**config.mk**
```make
export PLATFORM = sky130hd
export DESIGN_NAME = csa_accumulator
export DESIGN_NICKNAME = d
export VERILOG_FILES = /design/src/rtl/csa_pkg.sv /design/src/rtl/adder_8bit.sv /design/src/rtl/csa_accumulator.sv
export SDC_FILE = /design/constraint.sdc
export NUM_CORES = 1
export LEC_CHECK = 0
export CORE_MARGIN = 10
export CORE_UTILIZATION = 35
export DETAILED_ROUTE_END_ITERATION = 6
export RECOVER_POWER = 100
export SYNTH_ARGS = -nofsm -noshare
export SYNTH_HDL_FRONTEND = slang
export SYNTH_SLANG_ARGS = --single-unit
```
**constraint.sdc**
```tcl
create_clock -name clk -period 3.71 [get_ports clk]
set_input_delay 0.9275 -clock clk [delete_from_list [all_inputs] [get_ports clk]]
set_output_delay 0.9275 -clock clk [all_outputs]
set_load 0.1 [all_outputs]
```
**src/rtl/csa_pkg.sv**
```systemverilog
// Shared definitions for the carry-save accumulator.
// Holds the FSM state type, default widths, a constant-foldable clog2 and the
// number of resolve chunks at the default widths.
package csa_pkg;

    localparam int unsigned DEF_DATA_W  = 8;
    localparam int unsigned DEF_ACC_W   = 12;
    localparam int unsigned DEF_MAX_OPS = 16;

    typedef enum logic [1:0] {
        ACCUM   = 2'd0,
        RESOLVE = 2'd1,
        OUTPUT  = 2'd2
    } state_e;

    // Ceiling log2; clog2(1) == 0.
    function automatic int unsigned clog2(input int unsigned v);
        int unsigned r;
        r = 0;
        for (int unsigned p = 1; p < v; p = p << 1) begin
            r = r + 1;
        end
        return r;
    endfunction

    localparam int unsigned NUM_CHUNKS = (DEF_ACC_W + DEF_DATA_W - 1) / DEF_DATA_W;

endpackage

```
**src/rtl/adder_8bit.sv**
```systemverilog
// Existing 8-bit carry-propagate adder, extended with a carry-in so it can be
// chained across resolve chunks.
// Ports: A, B (addends), Cin (carry in), Sum (result), CarryOut (carry out).
module adder_8bit (
    input  logic [7:0] A,
    input  logic [7:0] B,
    input  logic       Cin,
    output logic [7:0] Sum,
    output logic       CarryOut
);

    assign {CarryOut, Sum} = 9'(A) + 9'(B) + 9'(Cin);

endmodule

```
**src/rtl/csa_accumulator.sv**
```systemverilog
// Multi-operand carry-save accumulator. Operands are reduced into a redundant
// sum/carry pair with no carry propagation; on the last operand of a frame the
// pair is resolved chunk by chunk through a single reused adder_8bit, and the
// binary total is presented on a valid/ready output.
// Ports:
//   clk, rst                      clock, async active-high reset
//   in_valid/in_ready/in_data/in_last   operand stream
//   out_valid/out_ready           result handshake
//   out_sum, out_count, out_trunc frame total, operand count, forced-end flag
//   out_max                       largest operand (only with CSA_ACC_MAX_EN)
// Build option: define CSA_ACC_MAX_EN to add out_max tracking.
module csa_accumulator
    import csa_pkg::*;
#(
    parameter int unsigned DATA_W  = DEF_DATA_W,
    parameter int unsigned ACC_W   = DEF_ACC_W,
    parameter int unsigned MAX_OPS = DEF_MAX_OPS
) (
    input  logic                           clk,
    input  logic                           rst,
    input  logic                           in_valid,
    output logic                           in_ready,
    input  logic [DATA_W-1:0]              in_data,
    input  logic                           in_last,
    output logic                           out_valid,
    input  logic                           out_ready,
    output logic [ACC_W-1:0]               out_sum,
    output logic [clog2(MAX_OPS+1)-1:0]    out_count,
`ifdef CSA_ACC_MAX_EN
    output logic [DATA_W-1:0]              out_max,
`endif
    output logic                           out_trunc
);

    localparam int unsigned CNT_W = clog2(MAX_OPS + 1);
    localparam int unsigned NCH   = (ACC_W + DATA_W - 1) / DATA_W;
    localparam int unsigned IDX_W = clog2(NCH + 1);

    state_e              state_q, state_d;
    logic [ACC_W-1:0]    s_q, s_d;
    logic [ACC_W-1:0]    c_q, c_d;
    logic [ACC_W-1:0]    sum_q, sum_d;
    logic [CNT_W-1:0]    cnt_q, cnt_d;
    logic [IDX_W-1:0]    chunk_q, chunk_d;
    logic                cy_q, cy_d;
    logic                trunc_q, trunc_d;
    logic                valid_q, valid_d;
    logic                in_ready_q, in_ready_d;
`ifdef CSA_ACC_MAX_EN
    logic [DATA_W-1:0]   max_q, max_d;
`endif

    logic [ACC_W-1:0]    x_ext;
    int unsigned         shamt;
    logic [DATA_W-1:0]   add_a, add_b, add_sum;
    logic                add_co;

    // Operand selection for the current resolve chunk.
    always_comb begin
        shamt = 32'(chunk_q) * DATA_W;
        add_a = DATA_W'(s_q >> shamt);
        add_b = DATA_W'(c_q >> shamt);
    end

    // Single adder reused for every chunk; carry between chunks lives in cy_q.
    adder_8bit u_adder (
        .A        (add_a),
        .B        (add_b),
        .Cin      (cy_q),
        .Sum      (add_sum),
        .CarryOut (add_co)
    );

    // Next-state and datapath updates.
    always_comb begin
        state_d = state_q;
        s_d     = s_q;
        c_d     = c_q;
        sum_d   = sum_q;
        cnt_d   = cnt_q;
        chunk_d = chunk_q;
        cy_d    = cy_q;
        trunc_d = trunc_q;
        valid_d = valid_q;
`ifdef CSA_ACC_MAX_EN
        max_d   = max_q;
`endif
        x_ext   = ACC_W'(in_data);

        case (state_q)
            ACCUM: begin
                chunk_d = '0;
                cy_d    = 1'b0;
                if (in_valid && in_ready_q) begin
                    s_d   = s_q ^ c_q ^ x_ext;
                    c_d   = ((s_q & c_q) | (s_q & x_ext) | (c_q & x_ext)) << 1;
                    cnt_d = cnt_q + CNT_W'(1);
`ifdef CSA_ACC_MAX_EN
                    if (in_data > max_q) begin
                        max_d = in_data;
                    end
`endif
                    if (in_last) begin
                        state_d = RESOLVE;
                    end else if (cnt_q == CNT_W'(MAX_OPS - 1)) begin
                        state_d = RESOLVE;
                        trunc_d = 1'b1;
                    end
                end
            end
            RESOLVE: begin
                // Bits of the top chunk above ACC_W fall off the shift.
                sum_d   = (sum_q & ~(ACC_W'({DATA_W{1'b1}}) << shamt))
                        | (ACC_W'(add_sum) << shamt);
                cy_d    = add_co;
                chunk_d = chunk_q + IDX_W'(1);
                if (chunk_q == IDX_W'(NCH - 1)) begin
                    state_d = OUTPUT;
                end
            end
            OUTPUT: begin
                // out_valid is raised one cycle after entering OUTPUT so the
                // final chunk is registered before it is presented.
                if (valid_q && out_ready) begin
                    valid_d = 1'b0;
                    s_d     = '0;
                    c_d     = '0;
                    cnt_d   = '0;
                    trunc_d = 1'b0;
`ifdef CSA_ACC_MAX_EN
                    max_d   = '0;
`endif
                    state_d = ACCUM;
                end else begin
                    valid_d = 1'b1;
                end
            end
            default: begin
                state_d = ACCUM;
            end
        endcase

        in_ready_d = (state_d == ACCUM);
    end

    // State and datapath registers.
    always_ff @(posedge clk or posedge rst) begin
        if (rst) begin
            state_q    <= ACCUM;
            s_q        <= '0;
            c_q        <= '0;
            sum_q      <= '0;
            cnt_q      <= '0;
            chunk_q    <= '0;
            cy_q       <= 1'b0;
            trunc_q    <= 1'b0;
            valid_q    <= 1'b0;
            in_ready_q <= 1'b0;
`ifdef CSA_ACC_MAX_EN
            max_q      <= '0;
`endif
        end else begin
            state_q    <= state_d;
            s_q        <= s_d;
            c_q        <= c_d;
            sum_q      <= sum_d;
            cnt_q      <= cnt_d;
            chunk_q    <= chunk_d;
            cy_q       <= cy_d;
            trunc_q    <= trunc_d;
            valid_q    <= valid_d;
            in_ready_q <= in_ready_d;
`ifdef CSA_ACC_MAX_EN
            max_q      <= max_d;
`endif
        end
    end

    assign in_ready  = in_ready_q;
    assign out_valid = valid_q;
    assign out_sum   = sum_q;
    assign out_count = cnt_q;
    assign out_trunc = trunc_q;
`ifdef CSA_ACC_MAX_EN
    assign out_max   = max_q;
`endif

endmodule

```
==> reports/metrics.yaml <==
synthesis:
  async_flop_share_pct: 100
  synth_edf_count: 0
  ys_seq_elements: 48
  synth_top_flop_cell: "dfrtp_1"
  netlist_instances: 220
  yosysSeqAreaShare_pct: 47.5
  postSynthAreaPerCell_sq_um: 11.5
  syn_nets: 257
  ys_warn_count: 0
  synth_cell_types: 37
  synth_area_sq_um: 2530
clock_network:
  post_cts_resized: 0
  numCtsBuffers: 5
  clk_path_buf_depth: 2
  cts_tree: "done"
  clkTransAtPathRegs_ps: 90
  hold_buffers: 0
  clk_latency_ps: 300
  cts_max_level: 2
  clock-sinks: 48
  root_buffer: "clkbuf_8"
  postCtsSetupRepairBufs: 0
cells_and_area:
  drive_gt1_share_pct: 3.95
  syn2layout_area_growth_pct: 18.4
  mostFrequentLayoutCell: "dfrtp_1"
  layout_common_cells: "dfrtp_1, a22o_1, nor2_1"
  final_nets: 289
  fin_cells: 349
  antenna_cells: 0
hold_path:
  hp-start: "out_sum[7]"
  min_to: "out_sum[7]"
  min_path_type: "reg2reg"
  whs_path_depth: 2
timing:
  setup_slack_ps: 603
  rsz0062_at_grt: "no"
  drv_slew: 49
  finalCritPeriodShare_pct: 83.7
  hold_viol: 0
  tns_ps: 0
  skew_ps: 8.33
  max_freq_mhz: 322
  slew-limit-headroom_pct: -20.7
  setup_viol: 0
  worst_slew_pin_slew_ps: 1810
  min_period_ps: 3110
placement:
  io_buffer_count: 32
  preCtsSetupSlack_ps: 988
  gp_congestion: 0.755
  dp_hpwl_mm: 3.82
  place_inst: 341
die:
  initial_utilization_pct: 36.6
  io_pins: 33
  die_h_microns: 105
  num_rows: 30
  die_area_sq_um: 11000
  coreArea_sq_um: 6910
  dieWidth_microns: 105
run_status:
  status: "complete, but fails checks"
  violations: "capacitance limit, slew limit"
worst_setup_path:
  crit_path_start_kind: "primary input"
  crit_type: "in2reg"
  critical_path.max_fanout: 30
  r2r-start: "chunk_q[0]"
  worstSetupEndpointType: "flip-flop"
  rr_endpoint: "cy_q"
  cp.required_ps: 3900
  reg2reg_depth: 8
  crit_arrival_ps: 3300
  r2r_slack_ps: 990
drt:
  wl_mm: 5.13
  via_per_inst: 5.04
  drt-pass1-iter-count: 4
  post_drt_wl_per_cell_microns: 14.7
  drc_errors: 0
  ant_nets: 0
  drtIter0Drc: 41
  vias: 1759
job:
  maxCapViolCount: 1
grt:
  grt_pass1_vias: 1806
  antenna_found_initial: 0
  grt.total_usage_pct: 9.94
  grt_remaining_overflow: 0
  grt_pass1_wl_mm: 9.22
  grt_max_degree: 49
==> cell families (layout without fill, tap and decap cells) <==
| logic type | Yosys count | count (layout) | share of synthesized area (%) |
|---|---|---|---|
| xor gates and xnor gates | 6 | 6 | 2.08 |
| DFF | 48 | 48 | 47.5 |
| muxes | 10 | 10 | 4.01 |
| buffers and inverters | 17 | 50 | 2.67 |
| adders and majority gates | 24 | 24 | 14.6 |
| and+or+nand+nor | 59 | 59 | 11.8 |
| AOI/OAI and AO/OA | 56 | 56 | 17.4 |
==> cell type report <==
type	count	area, sq um
Sequential cell	48	1200
Clock buffer	7	86.3
Clock inverter	1	7.51
Timing Repair Buffer	34	294
Multi-Input combinational cell	155	1250
Tap cell	96	120
Inverter	8	30.0
Fill cell	689	3910
==> synthesized netlist by cell type (2+ instances only) <==
| cell | count | area, sq um |
|---|---|---|
| and3_1 | 2 | 12.5 |
| ha_1 | 15 | 188 |
| o211ai_1 | 3 | 22.5 |
| nor2b_1 | 3 | 18.8 |
| a21oi_1 | 5 | 25.0 |
| o21ai_0 | 4 | 20.0 |
| and2_1 | 8 | 50.1 |
| nand2_1 | 14 | 52.6 |
| a211oi_1 | 2 | 15.0 |
| xor2_1 | 4 | 35.0 |
| mux2i_1 | 9 | 90.1 |
| buf_1 | 2 | 7.51 |
| nor3_1 | 3 | 15.0 |
| buf_2 | 3 | 15.0 |
| fa_1 | 9 | 180 |
| clkbuf_1 | 4 | 15.0 |
| o21ai_1 | 2 | 10.0 |
| nor2_1 | 20 | 75.1 |
| inv_1 | 8 | 30.0 |
| o31ai_1 | 2 | 15.0 |
| dfrtp_1 | 48 | 1200 |
| nor3b_1 | 2 | 15.0 |
| xnor2_1 | 2 | 17.5 |
| a22o_1 | 33 | 289 |
==> per-stage QoR <==
step	utilization [%]	hold WS, ps	instance area (sq um)
after floorplan	-	485	2530
after global placement	42.4	477	2930
after detailed placement	42.4	486	2930
after CTS	43.8	507	3020
after global routing	43.3	531	2990
final	43.3	491	2990
==> sequential cells by signal, indices dropped and copies added, names as in the netlist <==
signal     count
out_trunc      1
s_q           12
c_q           11
chunk_q        2
in_ready       1
cy_q           1
out_valid      1
out_count      5
state_q        2
out_sum       12
==> critical path: stages <==
cell,delay [ps]
dlygate4sd3_1,520
and4bb_1,260
clkbuf_1,1020
o21ai_0,300
o21ai_0,210
nor2_1,60
==> worst max-delay path by stage <==
stage	from	end	slack, ps
2_1_floorplan	chunk_q[0]	cy_q	1070
3_3_place_gp	chunk_q[0]	cy_q	1080
3_5_place_dp	chunk_q[0]	cy_q	990
4_1_cts	out_valid	out_valid	940
5_1_grt	in_valid	in_ready	400
6_report	in_valid	in_ready	600
==> routing by layer <==
layer	vias to the layer above	global-route usage, %	part of all wire (%)
met5	-	0	0
met4	0	3.04	1.3
met3	5	3.38	4.5
met2	26	14.7	44
met1	868	13.4	50
li1	860	-	-
Power is left out: the tool's default activity adds up to more than one toggle a clock period on the data nets, which glitch-free logic cannot reach.
